## config.mk

```make
export PLATFORM = sky130hd
export DESIGN_NAME = commit_ctrl
export DESIGN_NICKNAME = d
export VERILOG_FILES = /design/src/rtl/commit_ctrl.sv
export SDC_FILE = /design/constraint.sdc
export NUM_CORES = 1
export LEC_CHECK = 0
export ABC_AREA = 1
export ABC_CLOCK_PERIOD_IN_PS = 1900
export CAP_MARGIN = 20
export CELL_PAD_IN_SITES_DETAIL_PLACEMENT = 0
export CELL_PAD_IN_SITES_GLOBAL_PLACEMENT = 2
export CORE_AREA = 5 5 129 131
export DETAILED_ROUTE_END_ITERATION = 6
export DIE_AREA = 0 0 134 136
export PLACE_DENSITY_LB_ADDON = 0.1
export REMOVE_ABC_BUFFERS = 1
export SYNTH_ARGS = -nofsm -noshare
export SYNTH_HDL_FRONTEND = slang
export SYNTH_SLANG_ARGS = --single-unit
```

## constraint.sdc

```tcl
create_clock -name clk_in -period 1.9 [get_ports clk_in]
set_clock_uncertainty 0.1 [all_clocks]
set_input_delay 0.285 -clock clk_in [delete_from_list [all_inputs] [get_ports clk_in]]
set_output_delay 0.285 -clock clk_in [all_outputs]
set_load 0.1 [all_outputs]
```

## src/rtl/commit_ctrl.sv

```systemverilog
// In-order commit sequencer: retires the ROB head into the RegFile, hands stores to the LSB,
// and flushes speculative state on a branch mispredict. Optional COMMIT_CNT_EN adds commit_count.
module commit_ctrl #(
  parameter int ROB_WIDTH_BIT = 4,
  parameter int FLUSH_CYCLES  = 1
) (
  input  logic                     clk_in,
  input  logic                     rst_in,
  input  logic                     rdy_in,
  input  logic                     head_valid,
  input  logic                     head_ready,
  input  logic [1:0]               head_type,
  input  logic [4:0]               head_rd,
  input  logic [ROB_WIDTH_BIT-1:0] head_rob_id,
  input  logic [31:0]              head_val,
  input  logic                     head_mispredict,
  input  logic [31:0]              head_target,
  output logic                     head_pop,
  output logic [4:0]               write_reg_id,
  output logic [ROB_WIDTH_BIT-1:0] write_ROB_id,
  output logic [31:0]              write_val,
  output logic                     store_commit_req,
  input  logic                     store_commit_ack,
  output logic                     redirect_valid,
  output logic [31:0]              redirect_pc,
  output logic                     clear_flag,
  output logic                     halted,
`ifdef COMMIT_CNT_EN
  output logic [31:0]              commit_count,
`endif
  output logic [1:0]               dbg_state
);

  // Handshake: the ROB dequeues its head in any cycle where head_pop is high (combinational,
  // qualified by rdy_in). store_commit_req stays high until the LSB returns store_commit_ack
  // for one cycle; an ack seen outside WAIT_STORE is ignored.

  typedef enum logic [1:0] {
    ST_RUN        = 2'd0,
    ST_WAIT_STORE = 2'd1,
    ST_FLUSH      = 2'd2,
    ST_HALTED     = 2'd3
  } state_t;

  localparam logic [1:0] T_REG    = 2'd0;
  localparam logic [1:0] T_STORE  = 2'd1;
  localparam logic [1:0] T_BRANCH = 2'd2;
  localparam logic [1:0] T_HALT   = 2'd3;

  localparam logic [2:0] FLUSH_LOAD = 3'(FLUSH_CYCLES - 1);

  state_t                   state, state_next;
  logic [2:0]               flush_cnt, flush_cnt_next;
  logic [4:0]               wreg_next;
  logic [ROB_WIDTH_BIT-1:0] wrob_next;
  logic [31:0]              wval_next;
  logic                     req_next;
  logic                     redir_next;
  logic [31:0]              rpc_next;
  logic                     clear_next;
  logic                     halted_next;
  logic                     pop_raw;
  logic                     accept;

  assign accept    = head_valid && head_ready;
  assign head_pop  = pop_raw && rdy_in && !rst_in;
  assign dbg_state = state;

  always_comb begin
    state_next     = state;
    flush_cnt_next = flush_cnt;
    wreg_next      = 5'd0;
    wrob_next      = write_ROB_id;
    wval_next      = write_val;
    req_next       = store_commit_req;
    redir_next     = 1'b0;
    rpc_next       = redirect_pc;
    clear_next     = clear_flag;
    halted_next    = halted;
    pop_raw        = 1'b0;
    case (state)
      ST_RUN: begin
        if (accept) begin
          case (head_type)
            T_REG, T_BRANCH: begin
              pop_raw   = 1'b1;
              wreg_next = head_rd;
              wrob_next = head_rob_id;
              wval_next = head_val;
              // The link write still lands: the branch itself is architecturally committed.
              if (head_type == T_BRANCH && head_mispredict) begin
                redir_next     = 1'b1;
                rpc_next       = head_target;
                clear_next     = 1'b1;
                flush_cnt_next = FLUSH_LOAD;
                state_next     = ST_FLUSH;
              end
            end
            T_STORE: begin
              req_next   = 1'b1;
              state_next = ST_WAIT_STORE;
            end
            default: begin
              pop_raw     = 1'b1;
              halted_next = 1'b1;
              state_next  = ST_HALTED;
            end
          endcase
        end
      end
      ST_WAIT_STORE: begin
        if (store_commit_ack) begin
          pop_raw    = 1'b1;
          req_next   = 1'b0;
          state_next = ST_RUN;
        end
      end
      ST_FLUSH: begin
        if (flush_cnt != 3'd0) begin
          flush_cnt_next = flush_cnt - 3'd1;
        end else begin
          clear_next = 1'b0;
          state_next = ST_RUN;
        end
      end
      default: begin
      end
    endcase
  end

  always_ff @(posedge clk_in) begin
    if (rst_in) begin
      state            <= ST_RUN;
      flush_cnt        <= 3'd0;
      write_reg_id     <= 5'd0;
      write_ROB_id     <= '0;
      write_val        <= 32'd0;
      store_commit_req <= 1'b0;
      redirect_valid   <= 1'b0;
      redirect_pc      <= 32'd0;
      clear_flag       <= 1'b0;
      halted           <= 1'b0;
    end else if (rdy_in) begin
      state            <= state_next;
      flush_cnt        <= flush_cnt_next;
      write_reg_id     <= wreg_next;
      write_ROB_id     <= wrob_next;
      write_val        <= wval_next;
      store_commit_req <= req_next;
      redirect_valid   <= redir_next;
      redirect_pc      <= rpc_next;
      clear_flag       <= clear_next;
      halted           <= halted_next;
    end
  end

`ifdef COMMIT_CNT_EN
  always_ff @(posedge clk_in) begin
    if (rst_in) begin
      commit_count <= 32'd0;
    end else if (head_pop) begin
      commit_count <= commit_count + 32'd1;
    end
  end
`endif

endmodule

```

### Yosys cells after proc, flatten, opt, wreduce, memory -nomap -nowiden

Cells that the tools add are included.

| operators by class | value |
|---|---|
| bitwise operators | 1 |
| $add $sub $neg | 1 |
| muxes and demuxes | 31 |
| divide/modulo/power cells | 0 |
| shift operators | 0 |
| equal/unequal tests | 12 |
| $mul | 0 |
| order comparisons | 0 |
| reduce and logical (&&, ||, !) cells | 20 |

Operators by type and width:

| operator | number |
|---|---|
| $reduce_and 6->1 | 3 |
| $mux 5 | 3 |
| $mux 1 | 14 |
| $ne 2x2->1 const B | 7 |
| $mux 3 | 4 |
| $reduce_and 5->1 | 2 |
| $mux 2 | 4 |
| $reduce_and 4->1 | 2 |
| $pmux 1 s2 | 3 |
| $pmux 2 s3 | 1 |
| $pmux 3 s2 | 1 |
| $reduce_bool 3->1 | 2 |
| $eq 2x1->1 const B | 2 |
| $eq 2x2->1 const B | 2 |
| $logic_and 1x1->1 | 4 |
| $logic_not 2->1 | 2 |
| $pmux 2 s2 | 1 |
| $reduce_bool 2->1 | 2 |
| $ne 3x3->1 const B | 1 |
| $reduce_or 3->1 | 1 |
| $sub 3x1->3 const B | 1 |
| $reduce_or 2->1 | 1 |
| $logic_not 1->1 | 1 |
| $not 1->1 | 1 |

| word-level totals | value |
|---|---|
| bits of input ports | 82 |
| flip-flop bits (word level) | 82 |
| bits in latches | 0 |
| output and inout bits | 80 |
| ROM bits | 0 |
| memories | 0 |
| bits in writable memories | 0 |
| logic and storage cells | 75 |

### Depth between registers and ports, before layout

Gate-level depths: netlist of the first run.

| depth | value |
|---|---|
| depth in word-level cells | 6 |
| depth in mapped cells | 11 |
| depth with buffers taken out | 11 |

### Worst setup path before layout of the first run

OpenSTA, ideal clock, no wires.

| timing path | value |
|---|---|
| kind | reg-to-output |
| start point | register state[0] (netlist: dbg_state[0]) |
| end point | output head_pop |
| required time | 1515 ps |
| slack | -2107 ps |
| cell stages (with the launch flop) | 4 |
| data arrival time | 3622 ps |
| buffers on the path | 0 |
| cells stage by stage | dfxtp_1 -> ha_1 -> nand2_1 -> a211oi_1 |

| between the ends | value |
|---|---|
| word-level cells in the longest chain between the ends | 4 |
| elaborated cells on any way between the ends | 5 |
| those cells by class | 1 x eq/ne; 1 x mux; 3 x reduce/logical |

Ends and longest elaborated chain:

| item | line | source |
|---|---|---|
| start, declared | 52 | `state_t state, state_next;` |
| start signal, assigned | 144 | `state <= state_next;` |
| $eq 2x1->1 / $logic_not 2->1 (equally long branches) | 81 | `case (state)` |
| $pmux 1 s2 * | 81 |  |
| $logic_and 1x1->1 * (2 in series) | 66 | `assign head_pop = pop_raw && rdy_in && !rst_in;` |
| end, declared | 18 | `output logic head_pop,` |

Mark *: on every way between the ends. The rest lies on a longest branch, timed or not.

### Worst setup path in the final report of the first run

Same ends and word-level chain as after synthesis.

==> reports/metrics.cfg, run 1 <==
[route]
wirelength_met1_mm = 4.862
met2WireLength_mm = 5.838
vias_per_cell = 4.191
drt_first_pass_iters = 4
wl_per_cell_um = 14.53
remaining_drc_errors = 0
wirelength_mm = 11.56
vias = 3332
highest_layer = met4
ant_nets = 0
drt_first_iter_violations = 101
wl_met3_um = 658

[timing]
finalSetupViolCount = 0
min_period_over_period_pct = 98.38
hold_slack_ps = 362.0
min_period_ps = 1869
grt_setup_unrepaired = yes
finalSetupTns_ps = 0
slew_viol_final = 0
tightest_slew_ps = 311.2
hold_viol_final = 0
layout_setup_ws_ps = 30.81
slew_headroom_pct = 79.25
clock.fmax_ghz = 0.5350

[yosys]
yosys.area_share.simple_pct = 26.31
synth-seq-cells = 82
synthAdderAreaFrac_pct = 1.969
synth-edff-count = 0
netlist.area_leader.share_pct = 51.67
synth.distinct_cells = 23
ys_seq_area_share_pct = 51.67
synth_most_common_cell = nor2_1
syn_area_um2 = 3177
synth-compound-area-share_pct = 13.51
synthTopCellsByCount = nor2_1, dfxtp_1, nand2_1
netlist_instances = 418
synthArstFlopShare_pct = 0
synth_flop_cell = dfxtp_1
ys.warnings.count = 0
avgSynthCellArea_um2 = 7.600
synth_mux_area_share_pct = 0
synth_area_leaders = dfxtp_1, nor2_1, nand2_1, a21oi_1, o21ai_0
synth_area_leader_cell = dfxtp_1
synthXorXnorAreaFrac_pct = 0
synth_top_family_by_area = simple AND/OR/NAND/NOR gates

[die]
die_x_um = 134
ioPinCount = 162
row_count = 46
die_area_um2 = 18220
dieHeight_um = 136
start_util_pct = 20.52
coreArea_um2 = 15480

[finish]
final_cell_area_um2 = 5583
instances_no_fill = 795
antenna_cells = 0
drive_above_1_share_pct = 26.53
nFillCells = 1634
final_nets = 685
area_growth_pct = 75.74

[global_routing]
grt_pass1_vias = 3350
grt.total_usage_pct = 12.14
overflow = 0
antenna_found_initial = 0
grt_max_degree = 44
grt_pass1_wl_mm = 17.45

[clocking]
cts-htree-levels = 3
insertion_delay_ps = 330
clkTransAtPathRegs_ps = 60
postCtsHoldBufs = 0
cts.sinks = 82
clockBufferDepth = 2
cts_buffers = 9
cts_root_buf = clkbuf_16
cts_tree = yes

[placement]
gp_congestion = 0.6972
dpl_cell_area_um2 = 5059
io_buffer_count = 161
dp_slack_ps = -108.5
dp_hpwl_mm = 8.037
dpl.cell_count = 771

[critical_path]
path_class = flip-flop to output port
path_max_fanout = 4
critPathLaunchType = flip-flop
critPathCaptureType = output port
crit_arrival_ps = 1480
required_ps = 1510

[power_and_ir_drop]
p_per_area_nw_per_um2 = 848.1
ir_drop_v = 0.0004586
power_leakage_nw = 2.375

[outcome]
status = completed

[min_path]
min_path_type = flip-flop to flip-flop

[job]
drv_cap = 0

-- final cells by class --
| class | count | area [um2] | area share (%) |
|---|---|---|---|
| Inverter | 16 | 65.06 | 1.165 |
| Sequential cell | 82 | 1644 | 29.45 |
| Clock buffer | 11 | 242.7 | 4.348 |
| Timing Repair Buffer | 196 | 1909 | 34.20 |
| Tap cell | 192 | 240.2 | 4.303 |
| Multi-Input combinational cell | 293 | 1404 | 25.15 |
| Clock inverter | 5 | 77.57 | 1.390 |
-- layer usage --
metal / track usage [%] / up-vias
li1: - / 1719
met3: 3.923 / 12
met5: 0 / -
met2: 19.99 / 71
met1: 14.51 / 1530
met4: 5.371 / 0
-- cell families after synthesis --
kind of cell / count (synthesis)
compound gates: 85
fa+ha+maj: 5
flops: 82
buf+inv: 43
simple gates: 203
-- critical path, stage by stage, from the launching register on --
cell and delay (ps):
dfxtp_2 340, buf_6 100, ha_4 150, nand2_4 50, a211oi_2 210, buf_4 150, buf_12 160
-- power by group --
part	total [mW]	switching, mW	internal (mW)
Sequential	1.80	0.0280	1.77
Combinational	1.04	0.641	0.399
Clock	1.89	0.711	1.18
Total	4.73	1.38	3.35
-- cells in the final DEF (no fill, tap or decap), types with 3 or more instances in the layout --
cell | Yosys | routed
buf_4 | 2 | 94
dfxtp_1 | 82 | 80
clkdlybuf4s50_1 | 0 | 79
nor2_1 | 90 | 78
nand2_1 | 71 | 68
a21oi_1 | 45 | 44
nand3_1 | 36 | 36
o21ai_0 | 37 | 35
buf_12 | 0 | 15
nor2_2 | 0 | 12
clkbuf_16 | 0 | 11
inv_1 | 12 | 10
buf_6 | 4 | 4
inv_2 | 3 | 3
o21ai_1 | 1 | 3
ha_1 | 5 | 3
-- path summary, 6_finish.rpt --
kind,from,end,slack (ps),cells past startpoint
setup / recovery,dbg_state[0]$_SDFFE_PP0P_,head_pop,30,6
setup reg to reg,dbg_state[1]$_SDFFE_PP0P_,write_val[26]$_SDFFE_PP0P_,80,11
hold reg to reg,redirect_pc[26]$_SDFFE_PP0P_,redirect_pc[26]$_SDFFE_PP0P_,360,2
hold / removal,redirect_pc[26]$_SDFFE_PP0P_,redirect_pc[26]$_SDFFE_PP0P_,360,2
-- state kept, by name, summed over array words and instances (netlist names) --
signal	flops
clear_flag	1
dbg_state	2
flush_cnt	3
halted	1
redirect_pc	32
redirect_valid	1
store_commit_req	1
write_ROB_id	4
write_reg_id	5
write_val	32
-- timing repair --
action                     4_1_cts  5_1_grt
gates cloned                     0        3
pin swaps                        3        7
buffers inserted                 3        3
gates resized for setup         13       22
setup endpoints to repair        1       55
-- per-stage QoR --
step                util, %  power, mW
floorplan                 -      2.383
global placement      32.67      2.831
detailed placement    32.67      2.826
CTS                   35.12      4.811
global route          36.06      4.964
finish                36.06      4.735
Note: power is estimated with default switching activity, not from simulation.
==> inputs of run 2 (changes only) <==
ABC_CLOCK_PERIOD_IN_PS = 2100   (was 1900)
clock period = 2.1 ns   (was 1.9 ns; I/O delays follow)
==> run 2 against run 1 <==
Net effect:
- flip-flop and latch count did not move
- final cell count fell by 2.5%
- via count fell by 0.84%
- largest power group is now sequential cells
- non-clock buffer count fell by 20
- setup slack improved by 69 ps
- sequential power fell by 9%
- global-route usage rose by 0.29 points
- register-to-register slack improved by 170 ps
==> reports/metrics.cfg, run 2 (synthesis gave the netlist of run 1 again) <==
[finish]
drive_above_1_share_pct = 21.10
instances_no_fill = 775
antenna_cells = 0
area_growth_pct = 63.25
final_nets = 665
reg.largest.list = redirect_pc: 32 flops, write_val: 32 flops, write_reg_id: 5 flops
layout_common_cells = nor2_1, buf_4, clkdlybuf4s50_1

[power_and_ir_drop]
p_seq_share_pct = 39.6
clkPwrFrac_pct = 39.5
power_switching_share_pct = 30.56
power_leakage_nw = 2.197
finalPower_mw = 4.117
power.internal_mw = 2.859
switching_power_mw = 1.258
p_per_area_nw_per_um2 = 793.9
ir_drop_v = 0.0003277
p_comb_share_pct = 20.9

[clocking]
cts-htree-levels = 3
insertion_delay_ps = 340
clockBufferDepth = 2
clkTransAtPathRegs_ps = 70
cts_buffers = 9
cts.sinks = 82
cts_tree = yes
cts_root_buf = clkbuf_16

[critical_path]
reg2reg_from = dbg_state[1]$_SDFFE_PP0P_
r2r_cells = 7
r2r_setup_slack_ps = 250
cpMaxStageDelayCell = dfxtp_2
r2r-end = write_val[24]$_SDFFE_PP0P_
required_ps = 1680
crit_path_end = head_pop
path_max_fanout = 4
critPathLaunchType = flip-flop
path_class = flip-flop to output port
critPathMaxStageDelay_ps = 340
crit_chain = inv_2 -> ha_4 -> nand4_1 -> a211oi_2 -> buf_4 -> buf_12
critPathCaptureType = output port
crit_arrival_ps = 1590
crit_start = dbg_state[1]$_SDFFE_PP0P_

[timing]
slew_viol_final = 0
tightest_slew_ps = 655.4
hold_slack_ps = 363.2
hold_viol_final = 0
slew_headroom_pct = 56.24
min_period_ps = 2000
finalSetupViolCount = 0
clock.fmax_ghz = 0.4999
min_period_over_period_pct = 95.25
grt_setup_unrepaired = no
layout_setup_ws_ps = 99.80
finalSetupTns_ps = 0

[route]
wirelength_mm = 11.38
wl_per_cell_um = 14.68
drt_first_pass_iters = 4
vias = 3304
vias_per_cell = 4.263
ant_nets = 0
drt_first_iter_violations = 142
remaining_drc_errors = 0

[global_routing]
overflow = 0
grt.total_usage_pct = 12.43
antenna_found_initial = 0
grt_pass1_vias = 3358
grt_max_degree = 44
grt_pass1_wl_mm = 17.70

[die]
ioPinCount = 162
die_area_um2 = 18220
start_util_pct = 20.52
dieHeight_um = 136
row_count = 46
coreArea_um2 = 15480
die_x_um = 134

[placement]
dp_slack_ps = -73.74
io_buffer_count = 161
gp_congestion = 0.6960
dp_hpwl_mm = 7.850
dpl.cell_count = 756

[outcome]
status = completed

[job]
drv_cap = 0

[min_path]
min_path_type = flip-flop to flip-flop
min_path_cells = 2

-- run 2: cell types whose count changed in the layout (fill, tap and decap cells not counted), sizes merged --
cell and delta:
buf -18, clkdlybuf4s50 +2, dlygate4sd2 -2, bufinv -1, clkbuf -1
-- run 2: power by group through the flow --
stage / logic, mW / clock network, mW / registers, mW
global route: 0.922 / 1.75 / 1.63
CTS: 0.858 / 1.68 / 1.63
global placement: 0.843 / 0 / 1.66
detailed placement: 0.841 / 0 / 1.66
finish: 0.862 / 1.63 / 1.63
floorplan: 0.184 / 0 / 1.97
-- run 2: layout make-up --
cell class / instances / area, um2
Clock inverter: 4 / 51.30
Multi-Input combinational cell: 293 / 1358
Tap cell: 192 / 240.2
Fill cell: 1654 / 10300
Sequential cell: 82 / 1644
Clock buffer: 12 / 246.5
Inverter: 16 / 60.06
Timing Repair Buffer: 176 / 1587
-- run 2: how the worst min path moves through the flow --
stage                                       from                            to  slack (ps)
floorplan                                 rst_in   redirect_pc[0]$_SDFFE_PP0P_         280
global placement     redirect_pc[7]$_SDFFE_PP0P_   redirect_pc[7]$_SDFFE_PP0P_         350
detailed placement   redirect_pc[7]$_SDFFE_PP0P_   redirect_pc[7]$_SDFFE_PP0P_         360
CTS                  redirect_pc[7]$_SDFFE_PP0P_   redirect_pc[7]$_SDFFE_PP0P_         370
global route        redirect_pc[16]$_SDFFE_PP0P_  redirect_pc[16]$_SDFFE_PP0P_         380
finish               redirect_pc[7]$_SDFFE_PP0P_   redirect_pc[7]$_SDFFE_PP0P_         360
-- run 2: metrics by stage --
| step | util (%) | cell area (um2) |
|---|---|---|
| floorplan | - | 3029 |
| global placement | 31.22 | 4833 |
| detailed placement | 31.22 | 4833 |
| CTS | 33.30 | 5156 |
| global route | 33.50 | 5186 |
| finish | 33.50 | 5186 |
-- run 2: what timing repair did --
item | CTS | global route
buffers inserted | 0 | 3
endpoints found under the setup margin | 1 | 1
resized for setup | 6 | 3
hold buffers | 0 | 0
pin swaps | 0 | 1
-- run 2: critical path, delay by kind of cell, from the launching register on --
kind	cells	cell delay (ps)
buf+inv	3	420
flops	1	340
fa+ha+maj	1	180
compound gates	1	190
simple gates	1	120
-- run 2: per-layer routing --
layer | vias up | global-route usage [%] | routed length [um] | part of all wire, %
met3 | 18 | 3.849 | 648 | 5.7
met5 | - | 0 | 0 | 0
met4 | 0 | 5.886 | 312 | 2.7
li1 | 1678 | - | - | -
met1 | 1528 | 14.43 | 4798 | 42
met2 | 80 | 20.94 | 5617 | 49
